==> src/rtl/cam_capture_ds_if.sv <==
// -----------------------------------------------------------------------------
// cam_capture_ds_if
// Bundles the OV7670 pixel bus, the frame-buffer write port and the capture
// status lines of cam_capture_ds.
//   slave  : the capture block (consumes camera bus, drives write port/status)
//   master : the camera / frame-buffer side (drives camera bus, observes rest)
// Signals:
//   vsync, href, data[7:0], mode[1:0]        camera side
//   w_addr[ADDR_W-1:0], w_data[7:0], w_en    frame-buffer write port
//   frame_done, frame_count[7:0], clip, line_err   status
// -----------------------------------------------------------------------------
interface cam_capture_ds_if #(
  parameter int ADDR_W = 15
) ();
  logic              vsync;
  logic              href;
  logic [7:0]        data;
  logic [1:0]        mode;
  logic [ADDR_W-1:0] w_addr;
  logic [7:0]        w_data;
  logic              w_en;
  logic              frame_done;
  logic [7:0]        frame_count;
  logic              clip;
  logic              line_err;

  modport master (
    output vsync, href, data, mode,
    input  w_addr, w_data, w_en, frame_done, frame_count, clip, line_err
  );

  modport slave (
    input  vsync, href, data, mode,
    output w_addr, w_data, w_en, frame_done, frame_count, clip, line_err
  );
endinterface

==> src/rtl/cam_capture_ds.sv <==
// -----------------------------------------------------------------------------
// cam_capture_ds
// OV7670 capture and downsampler. Runs entirely in the camera PCLK domain.
// Tracks VSYNC/HREF, assembles two-byte pixels in one of four formats,
// converts them to RGB332, optionally decimates 2:1 in both directions and
// writes them into a SCREEN_WIDTH x SCREEN_HEIGHT frame buffer.
// Ports:
//   i_clk  camera PCLK, rising edge
//   i_rst  asynchronous, active-high reset
//   bus    cam_capture_ds_if.slave: camera bus in, frame-buffer write port
//          and frame/clip/line-error status out
// -----------------------------------------------------------------------------
module cam_capture_ds #(
  parameter int SCREEN_WIDTH  = 176,
  parameter int SCREEN_HEIGHT = 144,
  parameter int ADDR_W        = 15,
  parameter int DECIMATE      = 1
) (
  input logic             i_clk,
  input logic             i_rst,
  cam_capture_ds_if.slave bus
);

  localparam int                X_W = $clog2(SCREEN_WIDTH + 1);
  localparam logic [X_W-1:0]    W_X = X_W'(SCREEN_WIDTH);
  localparam logic [8:0]        H_Y = 9'(SCREEN_HEIGHT);
  localparam logic [ADDR_W-1:0] W_A = ADDR_W'(SCREEN_WIDTH);

  typedef enum logic [1:0] {
    WAIT_FRAME,
    WAIT_LINE,
    BYTE_HI,
    BYTE_LO
  } state_t;

  state_t r_state;
  state_t w_state_nxt;

  logic              r_prev_vsync;
  logic              r_prev_href;
  logic [1:0]        r_mode;
  logic [7:0]        r_b0;
  logic [9:0]        r_sx;
  logic [8:0]        r_sy;
  logic [X_W-1:0]    r_x;

  logic              r_w_en;
  logic [ADDR_W-1:0] r_w_addr;
  logic [7:0]        r_w_data;
  logic              r_frame_done;
  logic [7:0]        r_frame_count;
  logic              r_clip;
  logic              r_line_err;

  logic              w_vs_rise;
  logic              w_href_fall;
  logic              w_frame_start;
  logic              w_take_b0;
  logic              w_pixel;
  logic              w_line_end;
  logic              w_line_err_set;
  logic [8:0]        w_y;
  logic              w_storable;
  logic              w_in_bounds;
  logic [ADDR_W-1:0] w_addr_calc;

  function automatic logic [7:0] to_rgb332(input logic [1:0] mode,
                                           input logic [7:0] b0,
                                           input logic [7:0] b1);
    logic [7:0] px;
    case (mode)
      2'b00:   px = {b0[7:5], b0[2:0], b1[4:3]};          // RGB565
      2'b01:   px = {b0[6:4], b0[1:0], b1[7], b1[4:3]};   // RGB555
      2'b10:   px = {b0[3:1], b1[7:5], b1[3:2]};          // RGB444
      default: px = {b0[7:5], b0[7:5], b0[7:6]};          // YUV422, grey from Y
    endcase
    return px;
  endfunction

  assign w_vs_rise   = bus.vsync & ~r_prev_vsync;
  assign w_href_fall = ~bus.href & r_prev_href;

  // Stored line index; with decimation only even source lines survive.
  assign w_y         = (DECIMATE == 2) ? {1'b0, r_sy[8:1]} : r_sy;
  assign w_storable  = (DECIMATE == 1) || (!r_sx[0] && !r_sy[0]);
  assign w_in_bounds = (r_x < W_X) && (w_y < H_Y);
  // Only used when in bounds, so it never exceeds SCREEN_WIDTH*SCREEN_HEIGHT-1.
  assign w_addr_calc = ADDR_W'(w_y) * W_A + ADDR_W'(r_x);

  // ---------------------------------------------------------------------------
  // FSM: state register
  // ---------------------------------------------------------------------------
  // NOTE: async reset in the sensitivity list; sequential state always uses <=
  // so every register samples pre-edge values regardless of block ordering.
  always_ff @(posedge i_clk or posedge i_rst) begin
    if (i_rst) r_state <= WAIT_FRAME;
    else       r_state <= w_state_nxt;
  end

  // ---------------------------------------------------------------------------
  // FSM: next state and per-cycle control strobes. vs_rise outranks everything,
  // including a simultaneous href_fall.
  // ---------------------------------------------------------------------------
  always_comb begin
    // NOTE: every output of this block gets a default first, so no path can
    // leave one unassigned and infer a latch.
    w_state_nxt    = r_state;
    w_frame_start  = 1'b0;
    w_take_b0      = 1'b0;
    w_pixel        = 1'b0;
    w_line_end     = 1'b0;
    w_line_err_set = 1'b0;

    if (w_vs_rise) begin
      w_frame_start = 1'b1;
      w_state_nxt   = WAIT_LINE;
    end else begin
      case (r_state)
        WAIT_FRAME: ;
        WAIT_LINE: begin
          // The byte present on the edge HREF is first seen high is byte 0.
          if (bus.href) begin
            w_take_b0   = 1'b1;
            w_state_nxt = BYTE_LO;
          end
        end
        BYTE_HI: begin
          if (w_href_fall) begin
            w_line_end  = 1'b1;
            w_state_nxt = WAIT_LINE;
          end else begin
            w_take_b0   = 1'b1;
            w_state_nxt = BYTE_LO;
          end
        end
        BYTE_LO: begin
          if (w_href_fall) begin
            // A first byte is held with no partner: drop it and flag the line.
            w_line_end     = 1'b1;
            w_line_err_set = 1'b1;
            w_state_nxt    = WAIT_LINE;
          end else begin
            w_pixel     = 1'b1;
            w_state_nxt = BYTE_HI;
          end
        end
        default: w_state_nxt = WAIT_FRAME;
      endcase
    end
  end

  // ---------------------------------------------------------------------------
  // Datapath: edge detectors, pixel assembly, counters, write port, status
  // ---------------------------------------------------------------------------
  always_ff @(posedge i_clk or posedge i_rst) begin
    if (i_rst) begin
      r_prev_vsync  <= 1'b0;
      r_prev_href   <= 1'b0;
      r_mode        <= 2'b00;
      r_b0          <= 8'h00;
      r_sx          <= '0;
      r_sy          <= '0;
      r_x           <= '0;
      r_w_en        <= 1'b0;
      r_w_addr      <= '0;
      r_w_data      <= 8'h00;
      r_frame_done  <= 1'b0;
      r_frame_count <= 8'h00;
      r_clip        <= 1'b0;
      r_line_err    <= 1'b0;
    end else begin
      r_prev_vsync <= bus.vsync;
      r_prev_href  <= bus.href;
      r_w_en       <= 1'b0;
      r_frame_done <= 1'b0;

      if (w_frame_start) begin
        // A frame only counts as done if at least one line ended in it.
        if (r_state != WAIT_FRAME && r_sy != 9'd0) begin
          r_frame_done  <= 1'b1;
          r_frame_count <= r_frame_count + 8'd1;
        end
        r_mode     <= bus.mode;
        r_sx       <= '0;
        r_sy       <= '0;
        r_x        <= '0;
        r_clip     <= 1'b0;
        r_line_err <= 1'b0;
      end else begin
        if (w_take_b0) r_b0 <= bus.data;

        if (w_pixel) begin
          if (r_sx != 10'h3FF) r_sx <= r_sx + 10'd1;
          if (w_storable) begin
            if (w_in_bounds) begin
              r_w_en   <= 1'b1;
              r_w_addr <= w_addr_calc;
              r_w_data <= to_rgb332(r_mode, r_b0, bus.data);
              r_x      <= r_x + X_W'(1);
            end else begin
              // x only advances on a write, so it tops out at SCREEN_WIDTH.
              r_clip <= 1'b1;
            end
          end
        end

        if (w_line_end) begin
          r_sx <= '0;
          r_x  <= '0;
          if (r_sy != 9'h1FF) r_sy <= r_sy + 9'd1;
          if (w_line_err_set) r_line_err <= 1'b1;
        end
      end
    end
  end

  assign bus.w_en        = r_w_en;
  assign bus.w_addr      = r_w_addr;
  assign bus.w_data      = r_w_data;
  assign bus.frame_done  = r_frame_done;
  assign bus.frame_count = r_frame_count;
  assign bus.clip        = r_clip;
  assign bus.line_err    = r_line_err;

endmodule

==> src/flat_wrapper.sv <==
// flat-port wrapper written by rule: the top's interface ports become plain ports
module cam_capture_ds_flat 
#(
  parameter int SCREEN_WIDTH  = 176,
  parameter int SCREEN_HEIGHT = 144,
  parameter int ADDR_W        = 15,
  parameter int DECIMATE      = 1
)
  (i_clk, i_rst, bus_vsync, bus_href, bus_data, bus_mode, bus_w_addr, bus_w_data, bus_w_en, bus_frame_done, bus_frame_count, bus_clip, bus_line_err);
  cam_capture_ds_if #(.ADDR_W(ADDR_W)) bus_i ();
  input logic i_clk;
  input logic i_rst;
  input wire logic [$bits(bus_i.vsync)-1:0] bus_vsync;
  input wire logic [$bits(bus_i.href)-1:0] bus_href;
  input wire logic [$bits(bus_i.data)-1:0] bus_data;
  input wire logic [$bits(bus_i.mode)-1:0] bus_mode;
  output wire logic [$bits(bus_i.w_addr)-1:0] bus_w_addr;
  output wire logic [$bits(bus_i.w_data)-1:0] bus_w_data;
  output wire logic [$bits(bus_i.w_en)-1:0] bus_w_en;
  output wire logic [$bits(bus_i.frame_done)-1:0] bus_frame_done;
  output wire logic [$bits(bus_i.frame_count)-1:0] bus_frame_count;
  output wire logic [$bits(bus_i.clip)-1:0] bus_clip;
  output wire logic [$bits(bus_i.line_err)-1:0] bus_line_err;
  assign bus_i.vsync = bus_vsync;
  assign bus_i.href = bus_href;
  assign bus_i.data = bus_data;
  assign bus_i.mode = bus_mode;
  assign bus_w_addr = bus_i.w_addr;
  assign bus_w_data = bus_i.w_data;
  assign bus_w_en = bus_i.w_en;
  assign bus_frame_done = bus_i.frame_done;
  assign bus_frame_count = bus_i.frame_count;
  assign bus_clip = bus_i.clip;
  assign bus_line_err = bus_i.line_err;
  cam_capture_ds #(.SCREEN_WIDTH(SCREEN_WIDTH), .SCREEN_HEIGHT(SCREEN_HEIGHT), .ADDR_W(ADDR_W), .DECIMATE(DECIMATE)) u_core (.i_clk(i_clk), .i_rst(i_rst), .bus(bus_i));
endmodule
==> config.mk <==
export PLATFORM = sky130hd
export DESIGN_NAME = cam_capture_ds_flat
export DESIGN_NICKNAME = d
export VERILOG_FILES = /design/src/rtl/cam_capture_ds_if.sv /design/src/rtl/cam_capture_ds.sv /design/src/flat_wrapper.sv
export SDC_FILE = /design/constraint.sdc
export NUM_CORES = 1
export LEC_CHECK = 0
export CORE_ASPECT_RATIO = 0.5
export CORE_MARGIN = 8
export CORE_UTILIZATION = 35
export DETAILED_ROUTE_END_ITERATION = 8
export PLACE_DENSITY = 0.51
export SLEW_MARGIN = 20
export SYNTH_ARGS = -nofsm -noshare
export SYNTH_HDL_FRONTEND = slang
export SYNTH_SLANG_ARGS = --single-unit
==> constraint.sdc <==
create_clock -name i_clk -period 6.9 [get_ports i_clk]
set_input_delay 1.38 -clock i_clk [delete_from_list [all_inputs] [get_ports i_clk]]
set_output_delay 1.38 -clock i_clk [all_outputs]
set_load 0.005 [all_outputs]
* Yosys cells after proc, flatten, opt, wreduce, memory -nomap -nowiden
Index checks and enable logic that the tools add are counted.
** Storage, ports and cells
- Register bits after elaboration :: 66
- Word-level logic and storage cells :: 91
** Cells by class
- Add/sub/neg operators :: 4
- $mul :: 1
- $lt $le $gt $ge :: 2
- Equality and inequality tests :: 8
- Multiplexer cells :: 36
- Bitwise operators :: 5
- Reduce and logical (&&, ||, !) cells :: 21
** Operators with widths (count)
- 8-bit 2-to-1 mux :: 4
- 9-bit 2-to-1 mux :: 3
- 8-bit one-hot mux with 3 select lines :: 1
- 1-bit 2-to-1 mux :: 22
- 8-bit by 1-bit adder with 8-bit output (second input constant) :: 2
- 15-bit by 8-bit adder with 15-bit output :: 1
- 2-bit AND reduction :: 7
- 9-bit by 4-bit multiplier with 11-bit output (second input constant) :: 1
- 2-bit nonzero test :: 5
- 9-bit by 1-bit adder with 9-bit output (second input constant) :: 1
- 9-bit by 8-bit less-than comparator with 1-bit output (second input constant) :: 1
- 9-bit inequality test (second input constant) :: 1
- 9-bit nonzero test :: 1
- 8-bit less-than comparator (second input constant) :: 1
- 2-bit 2-to-1 mux :: 4
- 2-bit equality test (second input constant) :: 3
- 2-bit one-hot mux with 3 select lines :: 1
- 3-bit nonzero test :: 2
- 2-bit by 1-bit equality test with 1-bit output (second input constant) :: 2
- 4-bit nonzero test :: 1
- 3-bit by 2-bit inequality test with 1-bit output (second input constant) :: 1
- 1-bit inverter :: 3
- 3-bit AND reduction :: 1
- 1-bit bitwise AND :: 2
- other kinds (5) :: 6

* Longest topological paths before layout
Gate-level depths: netlist of the first run.
- Depth after elaboration :: 8
- Gate-level depth with buffers :: 12

* Least setup slack after synthesis of the first run
OpenSTA, ideal clock, no wires.
- Path type :: register to register
- Start :: reg u_core.r_sy[4]
- End :: reg u_core.r_w_addr[14] (netlist: u_core.bus.w_addr[14])
- Setup time :: 95 ps
- Arrival :: 3115 ps
- Setup slack :: 3689 ps
- Stages on the path, launching flop included :: 12
- Buffers on the path :: 0
- Clock period less this slack :: 3211 ps
- Cell sequence :: dfrtp_1 ha_1 inv_1 fa_1 inv_1 ha_1 a21o_1 a221oi_1 xnor2_1 nand4b_1 o41a_1 o31ai_1
** Between the ends
- Word-level cells in the longest chain between the ends :: 3
** RTL lines
- start: declaration :: line cam_capture_ds.sv:44 : logic [8:0] r_sy;
- start signal: assignment :: line cam_capture_ds.sv:210 : if (r_sy != 9'h1FF) r_sy <= r_sy + 9'd1;
- parallel branches: the longest is 3 deep, another holds 15-bit by 8-bit adder with 15-bit output
- end signal: assignment :: line cam_capture_ds.sv:197 : r_w_addr <= w_addr_calc;
- end: declaration :: line cam_capture_ds.sv:48 : logic [ADDR_W-1:0] r_w_addr;
Parallel ways; which one is timed is not known.
A chain may end at the register's enable or synchronous reset.

* Final worst setup path of the first run
Ends and elaborated chain as after synthesis.

==> results.tsv, run 1 <==
stage	metric	value	unit
status	status	finished, final reports clean	
clock_network	Post-CTS Resized	0	
drt	initial DRC count	187	
power	leak pwr	0.002286	µW
clock_network	worst skew pair latency	0.33	ns
grt	largest net degree at the start of global routing	67	
synth	Syn. warnings	0	
timing	RSZ-0062 raised after global routing	no	
synth	ys flop type	dfrtp_1	
power	Pwr Density	311.2	nW/µm²
grt	initial antenna violation count	0	
final_layout	layout cell share with drive strength beyond 1	8.442	%
job	max-cap viol count	0	
clock_network	H-tree depth	3	
timing	Tmin final	3.433	ns
timing	hold slack final	0.4708	ns
placed_design	detailed-placement wirelength estimate	6.522	mm
hold_path	WHS Path Cells	1	
timing	Rel. slew slack	44.68	%
timing	Least-Margin Pin Slew	0.8298	ns
worst_setup_path	crit start category	flip-flop	
hold_path	Hold Crit Class	flip-flop to flip-flop	
clock_network	root buffer cell	clkbuf_16	
timing	Worst Clk Skew	0.006068	ns
synth	synthesized netlist cell count	406	
synth	post-synthesis register bit count	66	
final_layout	FILL cells	1089	
clock_network	CTS clk-pin slew, worst paths	0.06	ns
placed_design	Post-DP Area	4608	µm²
die	Die H	91.34	µm
timing	fmax	291.3	MHz
worst_setup_path	CP required	7.13	ns
synth	sequential cell area fraction in the yosys report	41.57	%
clock_network	Post-CTS Hold Buffers	0	
synth	mapped cell area	3973	µm²
timing	setup_tns	0	ns
worst_setup_path	WS Path Type	flip-flop to flip-flop	
clock_network	TritonCTS Buffers	9	
die	Core ar.	11010	µm²
final_layout	antenna cells	0	
worst_setup_path	crit path max fanout	7	
timing	fin crit share	49.76	%
drt	# DRC	0	
clock_network	clk buf depth	2	
placed_design	Final GP Congestion	0.7635	
final_layout	Area growth syn-to-layout	24.06	%
clock_network	CTS sink cnt	66	
grt	first-pass GRT wire length	15.12	mm
die	I/O pin count	49	
synth	number of synthesized flops with an enable pin	0	
timing	final hold vios	0	
synth	ys async rst share	100.0	%
synth	Syn Area/Cell	9.785	µm²
die	area of the die	15220	µm²
drt	Initial DRT Pass Iterations	4	
drt	post-DR wirelength/cell	14.27	µm
grt	vias in the first global route	2879	
timing	Slew Viols, Final	0	
worst_setup_path	Worst setup EP type	flip-flop	
timing	final setup violation count	0	
drt	average vias per placed instance	4.817	
die	row cnt	27	
final_layout	design area	4928	µm²
synth	Yosys cell types	54	
clock_network	CTS tree	built	
power	Max VDD drop	0.1258	mV
synth	syn_nets	458	
die	Die Width	166.7	µm
final_layout	multi-input logic area	2141	µm²
final_layout	FF+latch area	1652	µm²
grt	grt ovf	0	
worst_setup_path	Worst Reg-to-Reg Cells	11	
worst_setup_path	WP data arrival	3.67	ns
grt	GRT Overall Usage	12.24	%
drt	antenna-violating nets left	0	
final_layout	fin nets	509	
clock_network	setup bufs post-CTS	0	
placed_design	Buffers on Ports	48	
drt	Via Count	2924	
die	Starting Density	36.07	%
drt	final wirelength	8.661	mm
where the power goes:
group / switching [µW] / internal [µW] / leakage (µW)
Sequential: 88.6 / 485 / 0.000863
Clock: 171 / 317 / 0.000145
Combinational: 222 / 250 / 0.00128
final timing paths:
| path | from | end | slack (ns) |
|---|---|---|---|
| worst min register to register | u_core.bus.frame_count[7] | u_core.bus.frame_count[7] | 0.47 |
| worst max register to register | u_core.r_sy[4] | u_core.bus.w_addr[14] | 3.47 |
| worst min-delay path | u_core.bus.frame_count[7] | u_core.bus.frame_count[7] | 0.47 |
| max in group asynchronous | i_rst | u_core.r_b0[5] | 4.74 |
| worst max-delay path | u_core.r_sy[4] | u_core.bus.w_addr[14] | 3.47 |
| min in group asynchronous | i_rst | u_core.bus.w_addr[11] | 1.61 |
cell usage in the layout (no fill, tap or decap), drive strengths merged, types with 2 or more instances in the layout:
cell type / n
mux2i: 6
inv: 35
clkinvlp: 3
clkdlybuf4s50: 48
a21o: 6
a211oi: 6
o31ai: 3
a221oi: 2
xnor2: 21
and2: 5
fa: 7
or3: 5
o221ai: 2
buf: 3
nand2: 62
bufinv: 2
a22oi: 2
nor2: 33
nor3: 6
nor2b: 3
or4: 2
xor2: 11
and3: 2
mux4: 3
o311ai: 2
nand4: 5
nand2b: 4
clkbuf: 10
o211ai: 2
or2: 3
o21ai: 23
nand3: 9
mux2: 11
dfrtp: 66
a21oi: 7
ha: 31
Yosys cell counts, types with 5 or more instances:
master | count | area, µm²
xnor2_1 | 21 | 183.9
nand4_1 | 5 | 31.28
mux2i_1 | 6 | 60.06
nand2_1 | 62 | 232.7
fa_1 | 7 | 140.1
nand3_1 | 9 | 45.04
nor3_1 | 6 | 30.03
xor2_1 | 11 | 96.34
ha_1 | 31 | 387.9
inv_1 | 34 | 127.6
nor2_1 | 33 | 123.9
mux2_2 | 10 | 112.6
a21o_1 | 6 | 45.04
dfrtp_1 | 66 | 1652
clkbuf_1 | 6 | 22.52
o21ai_0 | 9 | 45.04
a211oi_1 | 5 | 37.54
o21ai_1 | 14 | 70.07
a21oi_1 | 7 | 35.03
critical path: stages (launching register included):
cell and delay (ns):
dfrtp_1 0.47, ha_1 0.32, inv_1 0.05, fa_1 0.49, inv_1 0.04, ha_1 0.34
a21o_1 0.21, a221oi_1 0.33, xnor2_1 0.22, nand4b_1 0.22, o41a_1 0.46, o31ai_1 0.19
per-stage QoR:
stage | total power [µW] | cells | worst slack (ns) | util (%)
2_1_floorplan | 853.9 | 406 | 3.689 | -
3_3_place_gp | 1061 | 591 | 3.459 | 41.84
3_5_place_dp | 1063 | 591 | 3.397 | 41.84
4_1_cts | 1560 | 607 | 3.468 | 44.75
5_1_grt | 1647 | 607 | 3.211 | 44.75
6_report | 1534 | 607 | 3.467 | 44.75
state kept, by name (all words and copies together) (netlist names):
name                    flops
u_core.r_mode               2
u_core.bus.w_data           8
u_core.bus.w_en             1
u_core.r_sy                 9
u_core.r_b0                 8
u_core.bus.line_err         1
u_core.r_state              2
u_core.bus.frame_done       1
u_core.bus.w_addr          15
u_core.r_prev_href          1
u_core.r_prev_vsync         1
u_core.bus.frame_count      8
u_core.bus.clip             1
u_core.r_x                  8
area by class of cell:
class / count / share of cell area [%]
repair buffers: 51 / 10.21
well taps: 145 / 3.681
inverters: 35 / 2.666
flip-flops and latches: 66 / 33.51
clock inverters: 6 / 1.853
multi-input cells: 294 / 43.44
clock buffers: 10 / 4.646
cell families after synthesis:
group           after synthesis  synth area share [%]
compound gates               60                 10.52
xor+xnor                     32                 7.055
fa+ha+maj                    38                 13.29
buf+inv                      46                 4.535
flops                        66                 41.57
mux                          20                 6.331
simple gates                144                 16.69
per-layer routing:
metal / part of all wire, % / vias to the layer above / global-route usage, %
li1: - / 1493 / -
met1: 53 / 1388 / 16.92
met2: 43 / 36 / 18.20
met3: 3.5 / 7 / 3.238
met4: 1.3 / 0 / 4.244
met5: 0 / - / 0
Power figures use the tool's default switching activity.
==> run 2, diff against run 1 <==
==> constraint.sdc (replaced) <==
create_clock -name i_clk -period 3.58 [get_ports i_clk]
set_input_delay 0.716 -clock i_clk [delete_from_list [all_inputs] [get_ports i_clk]]
set_output_delay 0.716 -clock i_clk [all_outputs]
set_load 0.005 [all_outputs]
==> results.tsv, run 2 (synthesized netlist as in run 1, its figures left out) <==
stage	metric	value	unit	change
die	I/O pin count	49		unchanged
final_layout	layout cell share with drive strength beyond 1	9.636	%	+1.2 points
clock_network	worst skew pair latency	0.34	ns	about the same
placed_design	Final GP Congestion	0.7487		-1.9%
timing	fmax	299.7	MHz	+2.9%
grt	first-pass GRT wire length	15.92	mm	+5.2%
timing	final hold vios	0		unchanged
worst_setup_path	slowest CP cell	fa_1		
power	Total Power	2973	µW	+94%
grt	largest net degree at the start of global routing	67		unchanged
job	max-cap viol count	0		unchanged
clock_network	H-tree depth	3		unchanged
drt	average vias per placed instance	4.858		+0.85%
final_layout	fin cells	612		+0.82%
timing	fin crit share	93.22	%	+43 points
worst_setup_path	Worst setup EP type	flip-flop		
power	leak pwr	0.002314	µW	+1.2%
hold_path	Hold Crit Class	flip-flop to flip-flop		
timing	final setup violation count	0		unchanged
clock_network	TritonCTS Buffers	9		unchanged
worst_setup_path	crit-path max cell delay	0.50	ns	about the same
timing	Rel. slew slack	41.62	%	-3.1 points
clock_network	CTS tree	built		
die	row cnt	27		unchanged
final_layout	fin nets	514		+0.98%
drt	antenna-violating nets left	0		unchanged
status	status	finished, final reports clean		
clock_network	Post-CTS Hold Buffers	0		unchanged
clock_network	root buffer cell	clkbuf_16		
timing	RSZ-0062 raised after global routing	no		
drt	Via Count	2973		+1.7%
die	Die Width	166.7	µm	unchanged
placed_design	dpl cells	596		+0.85%
worst_setup_path	WP data arrival	3.58	ns	-0.09 ns
clock_network	setup bufs post-CTS	0		unchanged
drt	Initial DRT Pass Iterations	4		unchanged
placed_design	Buffers on Ports	48		unchanged
worst_setup_path	crit start category	flip-flop		
power	Pwr Density	598.0	nW/µm²	+92%
placed_design	detailed-placement wirelength estimate	6.577	mm	+0.85%
die	area of the die	15220	µm²	unchanged
die	Starting Density	36.07	%	unchanged
drt	post-DR wirelength/cell	14.63	µm	+2.5%
clock_network	CTS sink cnt	66		unchanged
clock_network	clk buf depth	2		unchanged
worst_setup_path	CP required	3.82	ns	-3.31 ns
worst_setup_path	crit path max fanout	6		-1
final_layout	antenna cells	0		unchanged
power	Max VDD drop	0.2440	mV	+94%
final_layout	commonest non-fill, non-tap cell in the layout	dfrtp_1		
final_layout	Area growth syn-to-layout	25.17	%	
clock_network	Post-CTS Resized	0		unchanged
timing	Tmin final	3.337	ns	-0.09619 ns
drt	final wirelength	8.953	mm	+3.4%
grt	initial antenna violation count	0		unchanged
die	Core ar.	11010	µm²	unchanged
drt	initial DRC count	200		+7.0%
final_layout	most frequent cells in the layout	dfrtp_1, nand2_1, clkdlybuf4s50_1		
grt	GRT Overall Usage	12.96	%	+0.72 points
worst_setup_path	WS Path Type	flip-flop to flip-flop		
clock_network	CTS clk-pin slew, worst paths	0.06	ns	about the same
timing	Worst Clk Skew	0.006421	ns	+0.0003530 ns
timing	Slew Viols, Final	0		unchanged
drt	# DRC	0		unchanged
die	Die H	91.34	µm	unchanged
grt	grt ovf	0		unchanged
timing	Least-Margin Pin Slew	0.8757	ns	+0.04591 ns
timing	setup_tns	0	ns	unchanged
grt	vias in the first global route	3089		+7.3%
final_layout	max reg flops	15		unchanged
worst_setup_path	crit path cell chain	ha_1 -> inv_1 -> fa_1 -> inv_1 -> ha_1 -> a21o_1 -> a221oi_2 -> xnor2_1 -> nand4b_1 -> o41a_1 -> o31ai_1		
-- run 2: layout make-up --
type	instances	area, µm²
fillers	1052	6041
clock buffers	10	229.0
repair buffers	56	540.5
well taps	145	181.4
inverters	35	131.4
flip-flops and latches	66	1652
clock inverters	6	91.34
multi-input cells	294	2147
-- run 2: worst max-delay path, delay by kind of cell (launching register included) --
kind	cells	cell delay, ns
AO/OA/AOI/OAI	4	1.13
flip-flops	1	0.45
adder cells (fa/ha/maj)	3	1.15
XOR/XNOR	1	0.21
buffers and inverters	2	0.09
AND/OR/NAND/NOR	1	0.23
-- run 2: worst paths after layout --
check,startpoint,end,slack [ns],depth (start not counted)
max,u_core.r_sy[2],u_core.bus.w_addr[14],0.24,11
min,u_core.bus.frame_count[7],u_core.bus.frame_count[7],0.47,1
max reg2reg,u_core.r_sy[2],u_core.bus.w_addr[14],0.24,11
min in group asynchronous,i_rst,u_core.bus.w_data[1],0.97,3
max in group asynchronous,i_rst,u_core.bus.w_addr[4],2.05,3
min reg2reg,u_core.bus.frame_count[7],u_core.bus.frame_count[7],0.47,1
-- run 2: routing by layer --
metal / global-route usage, % / up-vias / share of wire [%]
met4: 3.574 / 0 / 0.87
met5: 0 / - / 0
met3: 4.534 / 7 / 4.0
met1: 17.16 / 1430 / 51
met2: 19.80 / 44 / 44
li1: - / 1492 / -
-- run 2: per-stage QoR --
step	instance area, µm²	utilization, %	hold WS (ns)	worst slack (ns)
6_report	4972	45.15	0.4696	0.2429
5_1_grt	4972	45.15	0.4892	0.0008957
4_1_cts	4966	45.09	0.4796	0.1949
3_5_place_dp	4646	42.18	0.4673	0.2037
3_3_place_gp	4646	42.18	0.4620	0.2482
2_1_floorplan	3973	-	0.4682	0.3692
-- run 2: report_power, final --
| part | switching, µW | total [µW] | internal, µW |
|---|---|---|---|
| clock | 336 | 947 | 610 |
| sequential | 155 | 1090 | 935 |
| combinational | 446 | 937 | 490 |
| total | 938 | 2970 | 2040 |
